`config.mk`:
```
export PLATFORM = sky130hd
export DESIGN_NAME = eq3_cam_scan_flat
export DESIGN_NICKNAME = d
export VERILOG_FILES = /design/src/rtl/eq3_cam_pkg.sv /design/src/rtl/eq3_cam_scan_if.sv /design/src/rtl/eq3_cam_group.sv /design/src/rtl/eq_3.sv /design/src/rtl/eq3_cam_scan.sv /design/src/flat_wrapper.sv
export SDC_FILE = /design/constraint.sdc
export NUM_CORES = 1
export LEC_CHECK = 0
export BUFFER_PORTS_ARGS = -buffer_cell sky130_fd_sc_hd__buf_2
export CAP_MARGIN = 10
export CORE_ASPECT_RATIO = 0.8
export CORE_MARGIN = 3
export CORE_UTILIZATION = 50
export CTS_BUF_LIST = sky130_fd_sc_hd__clkbuf_4
export DETAILED_ROUTE_END_ITERATION = 12
export PLACE_DENSITY = 0.68
export SLEW_MARGIN = 10
export SYNTH_ARGS = -nofsm -noshare
export SYNTH_HDL_FRONTEND = slang
export SYNTH_SLANG_ARGS = --single-unit
```
`constraint.sdc`:
```
create_clock -name clk -period 3.99 [get_ports clk]
set_input_delay 0.798 -clock clk [delete_from_list [all_inputs] [get_ports clk]]
set_output_delay 0.798 -clock clk [all_outputs]
set_load 0.01 [all_outputs]
```
`src/rtl/eq3_cam_pkg.sv`:
```
// Shared types and helpers for the 3-bit tag CAM: scan FSM states, tag width,
// and the group-counter width rule.
package eq3_cam_pkg;

  localparam int TAG_W = 3;

  typedef enum logic [1:0] {
    IDLE = 2'd0,
    SCAN = 2'd1,
    DONE = 2'd2
  } cam_state_e;

  // The counter is never narrower than 1 bit, even when there is a single group.
  function automatic int grp_cnt_w(input int entries, input int lanes);
    return ((entries / lanes) > 1) ? $clog2(entries / lanes) : 1;
  endfunction

endpackage

```
`src/rtl/eq3_cam_scan_if.sv`:
```
// Write, search and result bundle of eq3_cam_scan; the slave side is the CAM.
// res_multi exists only when EQ3_CAM_MULTI_HIT_EN is defined.
interface eq3_cam_scan_if #(
  parameter int ENTRIES = 16
);
  import eq3_cam_pkg::*;

  localparam int AW = (ENTRIES > 1) ? $clog2(ENTRIES) : 1;

  logic             wr_en;
  logic [AW-1:0]    wr_addr;
  logic [TAG_W-1:0] wr_tag;
  logic             wr_vld;
  logic             srch_valid;
  logic             srch_ready;
  logic [TAG_W-1:0] srch_key;
  logic             res_valid;
  logic             res_ready;
  logic             res_hit;
  logic [AW-1:0]    res_idx;
`ifdef EQ3_CAM_MULTI_HIT_EN
  logic             res_multi;
`endif

  modport master (
    output wr_en, wr_addr, wr_tag, wr_vld, srch_valid, srch_key, res_ready,
`ifdef EQ3_CAM_MULTI_HIT_EN
    input  res_multi,
`endif
    input  srch_ready, res_valid, res_hit, res_idx
  );

  modport slave (
    input  wr_en, wr_addr, wr_tag, wr_vld, srch_valid, srch_key, res_ready,
`ifdef EQ3_CAM_MULTI_HIT_EN
    output res_multi,
`endif
    output srch_ready, res_valid, res_hit, res_idx
  );

endinterface

```
`src/rtl/eq3_cam_group.sv`:
```
// One scan group: LANES eq_3 lanes gated by entry valid bits, lowest-lane
// priority encode; with EQ3_CAM_MULTI_HIT_EN also a per-group match count.
module eq3_cam_group
  import eq3_cam_pkg::*;
#(
  parameter int TARGET_CHIP = 1,
  parameter int LANES       = 4,
  localparam int LW         = (LANES > 1) ? $clog2(LANES) : 1,
  localparam int CW         = $clog2(LANES + 1)
) (
  input  logic [TAG_W-1:0]            key,
  input  logic [LANES-1:0][TAG_W-1:0] tags,
  input  logic [LANES-1:0]            vld,
  output logic                        any_hit,
  output logic [LW-1:0]               lane
`ifdef EQ3_CAM_MULTI_HIT_EN
  ,
  output logic [CW-1:0]               cnt
`endif
);

  logic [LANES-1:0] eq;
  logic [LANES-1:0] hit;

  for (genvar l = 0; l < LANES; l++) begin : g_lane
    eq_3 #(.TARGET_CHIP(TARGET_CHIP)) u_eq (
      .a  (key),
      .b  (tags[l]),
      .eq (eq[l])
    );
  end

  assign hit     = eq & vld;
  assign any_hit = |hit;

  // Walk downward so the lowest hitting lane is the last one written.
  always_comb begin
    lane = '0;
    for (int l = LANES - 1; l >= 0; l--) begin
      if (hit[l]) lane = LW'(l);
    end
  end

`ifdef EQ3_CAM_MULTI_HIT_EN
  always_comb begin
    cnt = '0;
    for (int l = 0; l < LANES; l++) begin
      cnt = cnt + CW'(hit[l]);
    end
  end
`endif

endmodule

```
`src/rtl/eq_3.sv`:
```
// 3-bit equality comparator; TARGET_CHIP selects the mapping style, the
// function is identical on every family.
module eq_3 #(
  parameter int TARGET_CHIP = 1
) (
  input  logic [2:0] a,
  input  logic [2:0] b,
  output logic       eq
);

  generate
    if (TARGET_CHIP == 0) begin : g_generic
      assign eq = (a == b);
    end else begin : g_xnor
      assign eq = &(~(a ^ b));
    end
  endgenerate

endmodule

```
`src/rtl/eq3_cam_scan.sv`:
```
// 3-bit tag CAM scanned LANES entries per clock; lowest matching index on a
// valid/ready result port. EQ3_CAM_MULTI_HIT_EN: full scan plus res_multi.
module eq3_cam_scan
  import eq3_cam_pkg::*;
#(
  parameter int TARGET_CHIP = 1,
  parameter int ENTRIES     = 16,
  parameter int LANES       = 4
) (
  input logic           clk,
  input logic           sclr,
  eq3_cam_scan_if.slave bus
);

  localparam int AW = (ENTRIES > 1) ? $clog2(ENTRIES) : 1;
  localparam int LW = (LANES > 1) ? $clog2(LANES) : 1;
  localparam int NG = ENTRIES / LANES;
  localparam int GW = grp_cnt_w(ENTRIES, LANES);
  localparam logic [GW-1:0] G_LAST = GW'(NG - 1);

  localparam logic [1:0] ST_IDLE = IDLE;
  localparam logic [1:0] ST_SCAN = SCAN;
  localparam logic [1:0] ST_DONE = DONE;

  logic [1:0]                        state;
  logic [GW-1:0]                     g;
  logic [TAG_W-1:0]                  key;
  logic [ENTRIES-1:0][TAG_W-1:0]     tags;
  logic [ENTRIES-1:0]                vld;
  logic [LANES-1:0][TAG_W-1:0]       grp_tags;
  logic [LANES-1:0]                  grp_vld;
  logic                              any_hit;
  logic [LW-1:0]                     lane;
  logic [AW-1:0]                     hit_idx;
  logic                              res_hit_q;
  logic [AW-1:0]                     res_idx_q;

  // Tag storage survives reset; only the valid bits are cleared.
  always_ff @(posedge clk) begin
    if (!sclr && bus.wr_en) tags[bus.wr_addr] <= bus.wr_tag;
  end

  always_ff @(posedge clk) begin
    if (sclr)            vld <= '0;
    else if (bus.wr_en)  vld[bus.wr_addr] <= bus.wr_vld;
  end

  always_comb begin
    for (int l = 0; l < LANES; l++) begin
      grp_tags[l] = tags[AW'(int'(g) * LANES + l)];
      grp_vld[l]  = vld[AW'(int'(g) * LANES + l)];
    end
  end

  assign hit_idx = AW'(int'(g) * LANES + int'(lane));

`ifdef EQ3_CAM_MULTI_HIT_EN
  logic [$clog2(LANES + 1)-1:0] cnt;
  logic                         found;
  logic [AW-1:0]                found_idx;
  logic [1:0]                   seen;
  logic [1:0]                   seen_nxt;
  logic                         res_multi_q;

  // Saturating match tally: only "none", "one" and "two or more" matter.
  always_comb begin
    seen_nxt = seen;
    if (int'(seen) + int'(cnt) >= 2) seen_nxt = 2'd2;
    else                             seen_nxt = 2'(int'(seen) + int'(cnt));
  end
`endif

  eq3_cam_group #(
    .TARGET_CHIP (TARGET_CHIP),
    .LANES       (LANES)
  ) u_group (
    .key     (key),
    .tags    (grp_tags),
    .vld     (grp_vld),
    .any_hit (any_hit),
    .lane    (lane)
`ifdef EQ3_CAM_MULTI_HIT_EN
    ,
    .cnt     (cnt)
`endif
  );

  always_ff @(posedge clk) begin
    if (sclr) begin
      state     <= ST_IDLE;
      g         <= '0;
      res_hit_q <= 1'b0;
      res_idx_q <= '0;
`ifdef EQ3_CAM_MULTI_HIT_EN
      res_multi_q <= 1'b0;
      found       <= 1'b0;
      found_idx   <= '0;
      seen        <= '0;
`endif
    end else begin
      case (state)
        ST_IDLE: begin
          if (bus.srch_valid) begin
            key   <= bus.srch_key;
            g     <= '0;
            state <= ST_SCAN;
`ifdef EQ3_CAM_MULTI_HIT_EN
            found <= 1'b0;
            seen  <= '0;
`endif
          end
        end
        ST_SCAN: begin
`ifdef EQ3_CAM_MULTI_HIT_EN
          seen <= seen_nxt;
          if (any_hit && !found) begin
            found     <= 1'b1;
            found_idx <= hit_idx;
          end
          if (g == G_LAST) begin
            res_hit_q   <= found | any_hit;
            res_idx_q   <= found ? found_idx : (any_hit ? hit_idx : '0);
            res_multi_q <= (seen_nxt == 2'd2);
            state       <= ST_DONE;
          end else begin
            g <= g + 1'b1;
          end
`else
          if (any_hit) begin
            res_hit_q <= 1'b1;
            res_idx_q <= hit_idx;
            state     <= ST_DONE;
          end else if (g == G_LAST) begin
            res_hit_q <= 1'b0;
            res_idx_q <= '0;
            state     <= ST_DONE;
          end else begin
            g <= g + 1'b1;
          end
`endif
        end
        ST_DONE: begin
          if (bus.res_ready) state <= ST_IDLE;
        end
        default: state <= ST_IDLE;
      endcase
    end
  end

  assign bus.srch_ready = (state == ST_IDLE);
  assign bus.res_valid  = (state == ST_DONE);
  assign bus.res_hit    = res_hit_q;
  assign bus.res_idx    = res_idx_q;
`ifdef EQ3_CAM_MULTI_HIT_EN
  assign bus.res_multi  = res_multi_q;
`endif

endmodule

```
`src/flat_wrapper.sv`:
```
// flat-port wrapper written by rule: the top's interface ports become plain ports
module eq3_cam_scan_flat import eq3_cam_pkg::*;
#(
  parameter int TARGET_CHIP = 1,
  parameter int ENTRIES     = 16,
  parameter int LANES       = 4
)
  (clk, sclr, bus_wr_en, bus_wr_addr, bus_wr_tag, bus_wr_vld, bus_srch_valid, bus_srch_key, bus_res_ready, bus_srch_ready, bus_res_valid, bus_res_hit, bus_res_idx);
  eq3_cam_scan_if #(.ENTRIES(ENTRIES)) bus_i ();
  input logic clk;
  input logic sclr;
  input wire logic [$bits(bus_i.wr_en)-1:0] bus_wr_en;
  input wire logic [$bits(bus_i.wr_addr)-1:0] bus_wr_addr;
  input wire logic [$bits(bus_i.wr_tag)-1:0] bus_wr_tag;
  input wire logic [$bits(bus_i.wr_vld)-1:0] bus_wr_vld;
  input wire logic [$bits(bus_i.srch_valid)-1:0] bus_srch_valid;
  input wire logic [$bits(bus_i.srch_key)-1:0] bus_srch_key;
  input wire logic [$bits(bus_i.res_ready)-1:0] bus_res_ready;
  output wire logic [$bits(bus_i.srch_ready)-1:0] bus_srch_ready;
  output wire logic [$bits(bus_i.res_valid)-1:0] bus_res_valid;
  output wire logic [$bits(bus_i.res_hit)-1:0] bus_res_hit;
  output wire logic [$bits(bus_i.res_idx)-1:0] bus_res_idx;
  assign bus_i.wr_en = bus_wr_en;
  assign bus_i.wr_addr = bus_wr_addr;
  assign bus_i.wr_tag = bus_wr_tag;
  assign bus_i.wr_vld = bus_wr_vld;
  assign bus_i.srch_valid = bus_srch_valid;
  assign bus_i.srch_key = bus_srch_key;
  assign bus_i.res_ready = bus_res_ready;
  assign bus_srch_ready = bus_i.srch_ready;
  assign bus_res_valid = bus_i.res_valid;
  assign bus_res_hit = bus_i.res_hit;
  assign bus_res_idx = bus_i.res_idx;
  eq3_cam_scan #(.TARGET_CHIP(TARGET_CHIP), .ENTRIES(ENTRIES), .LANES(LANES)) u_core (.clk(clk), .sclr(sclr), .bus(bus_i));
endmodule
```
[Word level (Yosys, flattened, before mapping)]
Cells that the tools add are included.
Storage, ports and cells
  register bits: 76
  output and inout bits: 7
Cells by class
  add/sub/neg operators: 5
  order comparisons: 6
  equal/unequal tests: 8
  multiplexer cells: 47
  bitwise logic cells: 10
  reductions and logical operators: 15
Operators with widths (count)
  $bwmux 48: 1
  $bmux 3 s4: 3
  $mux 3: 9
  $lt 4x6->1 const B: 4
  $mux 2: 11
  $reduce_and 3->1: 6
  $bwmux 16: 1
  $bmux 1 s4: 3
  $demux 3 s4: 1
  $not 3->3: 4
  $xor 3x3->3: 4
  $mux 1: 11
  $add 4x2->4 const B: 2
  $mux 4: 2
  $ne 2x2->1 const B: 4
  $bmux 3 s2: 1
  $pmux 2 s3: 1
  $lt 4x5->1 const B: 1
  $add 4x1->4 const B: 1
  $add 4x2->4: 1
  $and 4x4->4: 1
  $demux 1 s4: 1
  $eq 2x2->1 const B: 2
  $ge 4x1->1 const B: 1
  other kinds (13): 15

[Depth between registers and ports, before layout]
Gate-level depths: netlist of the first run.
  word-level depth: 14
  depth in mapped cells: 10
  depth with buffers taken out: 7

[Modules after synthesis]
A second synthesis of the first run with hierarchy kept.
Unflattened totals
  cell total of the unflattened synthesis: 242
  area, all modules: 3379.5 um^2
Modules (own cells, without submodules)
  eq3_cam_scan: instances 1, cells an instance 219, area an instance 3186.8 um^2, seq. area each 2031.9 um^2
  eq_3: instances 4, cells an instance 4, area an instance 36.3 um^2, seq. area each 0.0 um^2
  eq3_cam_group: instances 1, cells an instance 7, area an instance 47.5 um^2, seq. area each 0.0 um^2

[Worst setup path after synthesis of the first run]
Ideal clock, no wire load.
  kind: register -> register
  start: register u_core.g[0]
  end: register u_core.g[0]
  library setup time: 0.123 ns
  data arrival time: 2.050 ns
  data required time: 3.867 ns
  slack: 1.816 ns
  stages on the path, launching flop included: 9
  buffers on the path: 2
  cell sequence: dfxtp_1 -> buf_6 -> buf_12 -> mux2_1 -> a32oi_1 -> a211oi_2 -> nand2b_2 -> nor4_4 -> mux2_1
On the way
  longest elaborated chain between the ends: 11
  elaborated cells between the ends (all ways): 49
  those cells by class: add/sub: 4; eq/ne: 3; mux: 27; bitwise: 9; reduce/logical: 6
Ends and longest elaborated chain
  start, declared: line eq3_cam_scan.sv:26  | logic [GW-1:0] g;
  start signal, assigned: line eq3_cam_scan.sv:138  | g <= g + 1'b1;
  $add 4x1->4 / $add 4x2->4 (equally long branches): line eq3_cam_scan.sv:50, eq3_cam_scan.sv:51
  $bmux 3 s4: line eq3_cam_scan.sv:50  | grp_tags[l] = tags[AW'(int'(g) * LANES + l)];
  $mux 3 (not written as such) (2 in series): line eq3_cam_scan.sv:50
  $xor 3x3->3: line eq_3.sv:15  | assign eq = &(~(a ^ b));
  $not 3->3: line eq_3.sv:15
  $reduce_and 3->1: line eq_3.sv:15
  $and 4x4->4: line eq3_cam_group.sv:33  | assign hit = eq & vld;
  $reduce_or 4->1: line eq3_cam_group.sv:34  | assign any_hit = |hit;
  $ne 2x2->1 (no source line)
  $reduce_and 4->1 (no source line)
Parallel ways exist; a longest one is shown, timed or not. The select of a mux whose other input is x is not followed.
A chain may end at the register's enable or synchronous reset.

[Worst setup path in the final report of the first run]
Same ends and word-level chain as after synthesis.

==> results of run 1 <==
through the flow:
| stage | instance area, µm² | std cells | hold WS (ns) | power [mW] |
|---|---|---|---|---|
| after floorplan | 3470 | 280 | 0.449 | 0.967 |
| after global placement | 3580 | 368 | 0.440 | 0.992 |
| after detailed placement | 3580 | 368 | 0.458 | 0.995 |
| after CTS | 3750 | 384 | 0.474 | 1.52 |
| after global routing | 3750 | 384 | 0.495 | 1.57 |
| final | 3750 | 384 | 0.467 | 1.50 |
report_power, final:
group	total [mW]	switching, mW	leakage, nW	internal, mW
registers	0.860	0.00973	0.662	0.850
logic	0.116	0.0694	0.465	0.0466
clock network	0.528	0.267	0.0842	0.261
cell type report:
cell class,instances,area (µm²)
Tap cell,84,105
Multi-Input combinational cell,183,1320
Timing Repair Buffer,23,118
Clock buffer,10,75.1
Sequential cell,76,2030
Inverter,2,7.51
Fill cell,548,2830
Clock inverter,6,88.8
placed cells by master, fill, tap and decap left out, types with 2 or more instances in the layout:
cell / n
o32ai_1: 2
bufinv_16: 2
nand2_1: 22
o21ai_0: 14
clkbuf_4: 10
nand2b_1: 6
nand3b_1: 2
xnor2_1: 10
buf_2: 22
and2_1: 3
mux2_2: 3
mux4_2: 7
nand4_1: 2
mux2_1: 3
nor3_1: 4
clkinv_4: 2
nand3_1: 3
nor2b_1: 7
inv_1: 2
nor2_1: 39
o2bb2ai_1: 2
a21oi_1: 15
edfxtp_1: 51
dfxtp_1: 25
mux2i_1: 17
xor2_1: 3
worst min-delay path by stage:
stage | startpoint | to | cells past startpoint
6_report | u_core.bus.res_idx[0] | u_core.bus.res_idx[0] | 2
5_1_grt | u_core.bus.res_idx[0] | u_core.bus.res_idx[0] | 2
4_1_cts | u_core.bus.res_idx[0] | u_core.bus.res_idx[0] | 2
3_5_place_dp | u_core.bus.res_idx[0] | u_core.bus.res_idx[0] | 2
3_3_place_gp | u_core.bus.res_idx[1] | u_core.bus.res_idx[1] | 2
2_1_floorplan | u_core.vld[10] | u_core.vld[10] | 2
cells in the mapped netlist, types with 6 or more instances:
cell type  count  area, µm²
a21oi_1       15       75.1
clkbuf_1      12       45.0
mux4_2         7        158
nor2_1        39        146
nor2b_1        7       43.8
xnor2_1       10       87.6
dfxtp_1       25        500
nand2b_1       6       37.5
o21ai_0       14       70.1
edfxtp_1      51       1530
mux2i_1       17        170
nand2_1       22       82.6
kinds of logic (layout without fill, tap and decap cells):
kind of cell,Yosys count,after routing,synth area share
DFF,76,76,0.585
xor gates and xnor gates,13,13,0.0328
muxes,31,31,0.121
AOI/OAI and AO/OA,43,43,0.0898
adders and majority gates,1,1,0.00360
buffers and inverters,21,41,0.0342
and+or+nand+nor,95,95,0.133
routing by layer:
layer  share of wire  vias up  wire length, µm
met4           0.015        0               99
met3           0.043       10              291
li1                -     1048                -
met5               0        -                0
met1            0.48     1073             3230
met2            0.46       57             3130
sequential cells by signal, indices dropped and copies added, names as in the netlist:
register / count
u_core.tags: 48
u_core.bus.res_hit: 1
u_core.state: 2
u_core.vld: 16
u_core.g: 2
u_core.key: 3
u_core.bus.res_idx: 4
worst max-delay path: stages (launching register included):
cell,delay [ns]
dfxtp_1,0.33
buf_4,0.38
mux4_1,0.63
xnor2_1,0.14
nand3_1,0.16
nand2b_2,0.14
nor4_4,0.30
mux2_1,0.35
==> metrics.md, run 1 <==
| Metric | Value |
|---|---|
| Status | `completed` |
| Setup TNS | `0 ns` |
| I/O Pins | `23` |
| Antenna Cells | `0` |
| Final core utilization | `0.570` |
| Leakage | `1.21 nW` |
| Antenna-violating nets left | `0` |
| First-pass DRT Iterations | `4` |
| Gr usage total | `0.183` |
| Final setup vio count | `0` |
| Max FO, Critical Path | `27` |
| Worst path required time | `4.32 ns` |
| Worst reg2reg startpoint | `u_core.g[0]` |
| Synth warnings | `0` |
| Most used routing layer | `met2` |
| VDD IR max | `0.238 mV` |
| Largest net degree at the start of global routing | `28` |
| Post-CTS sizing | `0` |
| CP Capture Type | `flop` |
| Post-place setup slack | `1.46 ns` |
| Vias in the first global route | `2089` |
| Vias per cell | `5.70` |
| GR Overflow Total | `0` |
| Number of synthesized flops with an enable pin | `51` |
| Synth async-reset ratio | `0` |
| Setup ws final | `1.44 ns` |
| Max-Cap Viols | `0` |
| R2r setup slk | `1.44 ns` |
| Fin crit period | `2.55 ns` |
| Die X | `99.2 µm` |
| Yosys cell types | `46` |
| Arrival @ worst endpoint | `2.87 ns` |
| Post-layout nets | `312` |
| Reg2Reg Depth | `7` |
| First-pass GRT wire length | `10900 µm` |
| Crit. Startpoint | `u_core.g[0]` |
| M1 GR Usage | `0.243` |
| Power Density | `402 mW/mm²` |
| Mapped Nets | `297` |
| Hold buffer count at CTS | `0` |
| Final hold vios | `0` |
| Clk Latency, worst-skew pair | `0.43 ns` |
| Final Cycle Share | `0.638` |
| Type of the worst setup path | `reg2reg` |
| Starting Density | `0.528` |
| Ys flop type | `edfxtp_1` |
| Met2 Use GR | `0.284` |
| Post-Syn Area | `0.00347 mm²` |
| Initial antenna violation count | `0` |
| H-tree Lvls | `3` |
| Total CTS buffers | `9` |
| Register area share after synthesis | `0.585` |
| Type of origin of the critical path | `flop` |
| Share of cells above drive strength 1 | `0.190` |
| R2r endpoint | `u_core.g[0]` |
| Die ar. | `0.00798 mm²` |
| Worst-Margin Slew | `0.795 ns` |
| DR iter-0 viols | `138` |
| GR Util met3 | `0.0686` |
| Row count | `26` |
| Die Height | `80.5 µm` |
| Core box area | `0.00657 mm²` |
| Routed len/inst | `17.6 µm` |
| Max Fclk | `393 MHz` |
| Max_slew headroom | `0.469` |
| Hold WC Path Type | `reg2reg` |
| Clk slew on worst S/H paths | `0.12 ns` |
| Port Buffer Count | `22` |
| Postcts setup bufs | `0` |
| Clock Tree Buf Depth | `2` |
| Worst setup path endpoint | `u_core.g[0]` |
| Post-route clock skew | `0.0108 ns` |
| DR vias | `2188` |
| GPL Wtd Cong | `0.798` |
| DRC | `0` |
| CTS Sinks | `76` |
| Routed WL | `6760 µm` |
| Max-slew violation count | `0` |
| Final HPWL DP | `4480 µm` |
| Avg Inst Size Synth | `12.4 µm²` |
| Root Buffer Master | `clkbuf_4` |
| TritonCTS clock tree | `yes` |
| Cells after synthesis | `280` |
| Yosys reg bits | `76` |
| Area Overhead vs Synth | `7.93%` |
| Unrepaired setup endpoints after global routing | `false` |
Note: power is estimated with default switching activity, not from simulation.
==> run 2: changes to the inputs <==
clock period = 2.55 ns   (was 3.99 ns; I/O delays follow)
==> run 2 against run 1 <==
  * Critical path depth did not move
  * Non-clock buffer count grew 3
  * Via count is 1.9% lower
  * Clock power grew 54%
  * Final area grew 1.4%
  * Clock skew up 0.0014 ns
  * Critical path type unchanged
==> metrics.md, run 2 (synthesized netlist as in run 1, its figures left out) <==
| Metric | Value |
|---|---|
| Port Buffer Count | `22 (unchanged)` |
| Max incr delay on CP | `0.58 ns (-0.05 ns)` |
| Post-route clock skew | `0.0122 ns (+0.00138 ns)` |
| Max-slew violation count | `0 (unchanged)` |
| Metal3 WL | `372 µm (+28%)` |
| Max-Cap Viols | `0 (unchanged)` |
| Critical path depth | `7 (unchanged)` |
| Initial antenna violation count | `0 (unchanged)` |
| Vias per cell | `5.55 (-2.7%)` |
| Gr usage total | `0.182 (-0.00154)` |
| Comb pwr share | `0.083 (+0.006)` |
| Postcts setup bufs | `0 (unchanged)` |
| Largest net degree at the start of global routing | `28 (unchanged)` |
| Final core utilization | `0.578 (+0.00819)` |
| CP Capture Type | `flop` |
| Met1 WL | `3090 µm (-4.5%)` |
| Max FO, Critical Path | `14 (-48%)` |
| Bufs and invs on worst path | `1 (unchanged)` |
| Root Buffer Master | `clkbuf_4` |
| I/O Pins | `23 (unchanged)` |
| Core box area | `0.00657 mm² (unchanged)` |
| Die ar. | `0.00798 mm² (unchanged)` |
| Final HPWL DP | `4540 µm (+1.2%)` |
| Internal | `1.82 mW (+57%)` |
| Smallest hold slack | `0.271 ns (-0.196 ns)` |
| Row count | `26 (unchanged)` |
| Most common cell after layout, fill and taps aside | `edfxtp_1` |
| Status | `completed` |
| VDD IR max | `0.374 mV (+57%)` |
| TritonCTS clock tree | `yes` |
| Delay-heaviest family, CP | `multiplexers` |
| Biggest register | `u_core.tags` |
| Power Density | `619 mW/mm² (+54%)` |
| Unrepaired setup endpoints after global routing | `false` |
| Clk slew on worst S/H paths | `0.12 ns (about the same)` |
| Hold WC Path Type | `in2reg` |
| Antenna-violating nets left | `0 (unchanged)` |
| Type of origin of the critical path | `flop` |
| Slowest CP cell | `mux4_1` |
| DR top layer | `met4` |
| Most frequent cells in the layout | `edfxtp_1 (51), nor2_1 (39), dfxtp_1 (24)` |
| Antenna Cells | `0 (unchanged)` |
| Hold Crit Depth | `1 (-1)` |
| DRC | `0 (unchanged)` |
| Routed len/inst | `17.2 µm (-2.3%)` |
| Seq pwr share | `0.572 (about the same)` |
| CP cell instances | `buf_12, mux4_1, xnor2_1, nand3_1, nand2b_2, nor4_4, mux2_1` |
| Fin crit period | `2.39 ns (-0.156 ns)` |
| DR WL met2 | `3100 µm (-1.1%)` |
| GR Overflow Total | `0 (unchanged)` |
| Clk pwr share | `0.345 (-0.006)` |
| Max FFs per register | `48 (unchanged)` |
| CTS Sinks | `76 (unchanged)` |
| Vias in the first global route | `2133 (+2.1%)` |
| Max_slew headroom | `0.616 (+0.147)` |
| First-pass GRT wire length | `10800 µm (-0.75%)` |
| Final setup vio count | `0 (unchanged)` |
| Clock Tree Buf Depth | `2 (unchanged)` |
| Starting Density | `0.528 (unchanged)` |
| DR vias | `2146 (-1.9%)` |
| Arrival @ worst endpoint | `2.71 ns (-0.16 ns)` |
| Setup TNS | `0 ns (unchanged)` |
| Routed WL | `6660 µm (-1.5%)` |
| Fill cells | `544 (-0.73%)` |
| Leakage | `1.24 nW (+2.1%)` |
| H-tree Lvls | `3 (unchanged)` |
| Post-CTS sizing | `0 (unchanged)` |
| Type of the worst setup path | `reg2reg` |
| Worst path required time | `2.87 ns (-1.45 ns)` |
| Final Cycle Share | `0.937 (+0.299)` |
| Clk Latency, worst-skew pair | `0.42 ns (about the same)` |
| Net Sw Frac | `0.225 (-0.00510)` |
| Die X | `99.2 µm (unchanged)` |
| GPL Wtd Cong | `0.779 (-2.3%)` |
| First-pass DRT Iterations | `4 (unchanged)` |
| Share of cells above drive strength 1 | `0.201 (+0.0113)` |
| Post-layout nets | `315 (+0.96%)` |
| Total CTS buffers | `9 (unchanged)` |
| Hold buffer count at CTS | `0 (unchanged)` |
| Area Overhead vs Synth | `9.48%` |
| Worst-Margin Slew | `0.574 ns (-0.221 ns)` |
| Reg2Reg Depth | `7 (unchanged)` |
| DR iter-0 viols | `80 (-42%)` |
| Die Height | `80.5 µm (unchanged)` |
| Net Sw Power | `0.530 mW (+53%)` |
| Max Fclk | `418 MHz (+6.5%)` |
| Final hold vios | `0 (unchanged)` |
-- run 2: cell types whose count changed in the layout (fill, tap and decap cells not counted) --
cell       before  now
dfxtp_1        25   24
clkbuf_16       0    1
buf_12          0    1
dfxtp_2         0    1
buf_4           1    2
-- run 2: layout make-up --
class | instances | area [µm²] | area share
Tap cell | 84 | 105 | 0.0277
Timing Repair Buffer | 26 | 170 | 0.0448
Multi-Input combinational cell | 183 | 1320 | 0.347
Inverter | 2 | 7.51 | 0.00198
Clock inverter | 6 | 88.8 | 0.0234
Clock buffer | 10 | 75.1 | 0.0198
Sequential cell | 76 | 2030 | 0.535
-- run 2: per-stage QoR --
| stage | total power, mW | instance area [µm²] | std cells | worst slack [ns] |
|---|---|---|---|---|
| global route | 2.45 | 3800 | 387 | 0.0427 |
| detailed placement | 1.56 | 3610 | 370 | 0.134 |
| global placement | 1.56 | 3610 | 370 | 0.197 |
| finish | 2.35 | 3800 | 387 | 0.160 |
| floorplan | 1.51 | 3470 | 280 | 0.376 |
| CTS | 2.37 | 3770 | 386 | 0.110 |
-- run 2: worst paths after layout --
check                        start                     to  slack, ns
max                    u_core.g[0]            u_core.g[0]       0.16
max reg2reg            u_core.g[0]            u_core.g[0]       0.16
min reg2reg  u_core.bus.res_idx[1]  u_core.bus.res_idx[1]       0.47
min                bus_srch_key[2]          u_core.key[2]       0.27
-- run 2: power by group through the flow --
stage | Clock, mW | Combinational [mW] | Sequential (mW)
global placement | 0 | 0.186 | 1.37
CTS | 0.833 | 0.190 | 1.35
global route | 0.884 | 0.216 | 1.35
detailed placement | 0 | 0.189 | 1.37
finish | 0.811 | 0.196 | 1.35
floorplan | 0 | 0.150 | 1.36
-- run 2: worst reg2reg max path: cells and delay by family, from the launching register on --
| family | cells | cell delay, ns |
|---|---|---|
| xor+xnor | 1 | 0.14 |
| buf+inv | 1 | 0.18 |
| flops | 1 | 0.40 |
| mux | 2 | 0.94 |
| simple gates | 3 | 0.61 |
-- run 2: layer usage --
| metal | up-vias | global-route usage |
|---|---|---|
| li1 | 1048 | - |
| met1 | 1037 | 0.241 |
| met2 | 49 | 0.286 |
| met3 | 12 | 0.0599 |
| met4 | 0 | 0.0546 |
| met5 | - | 0 |
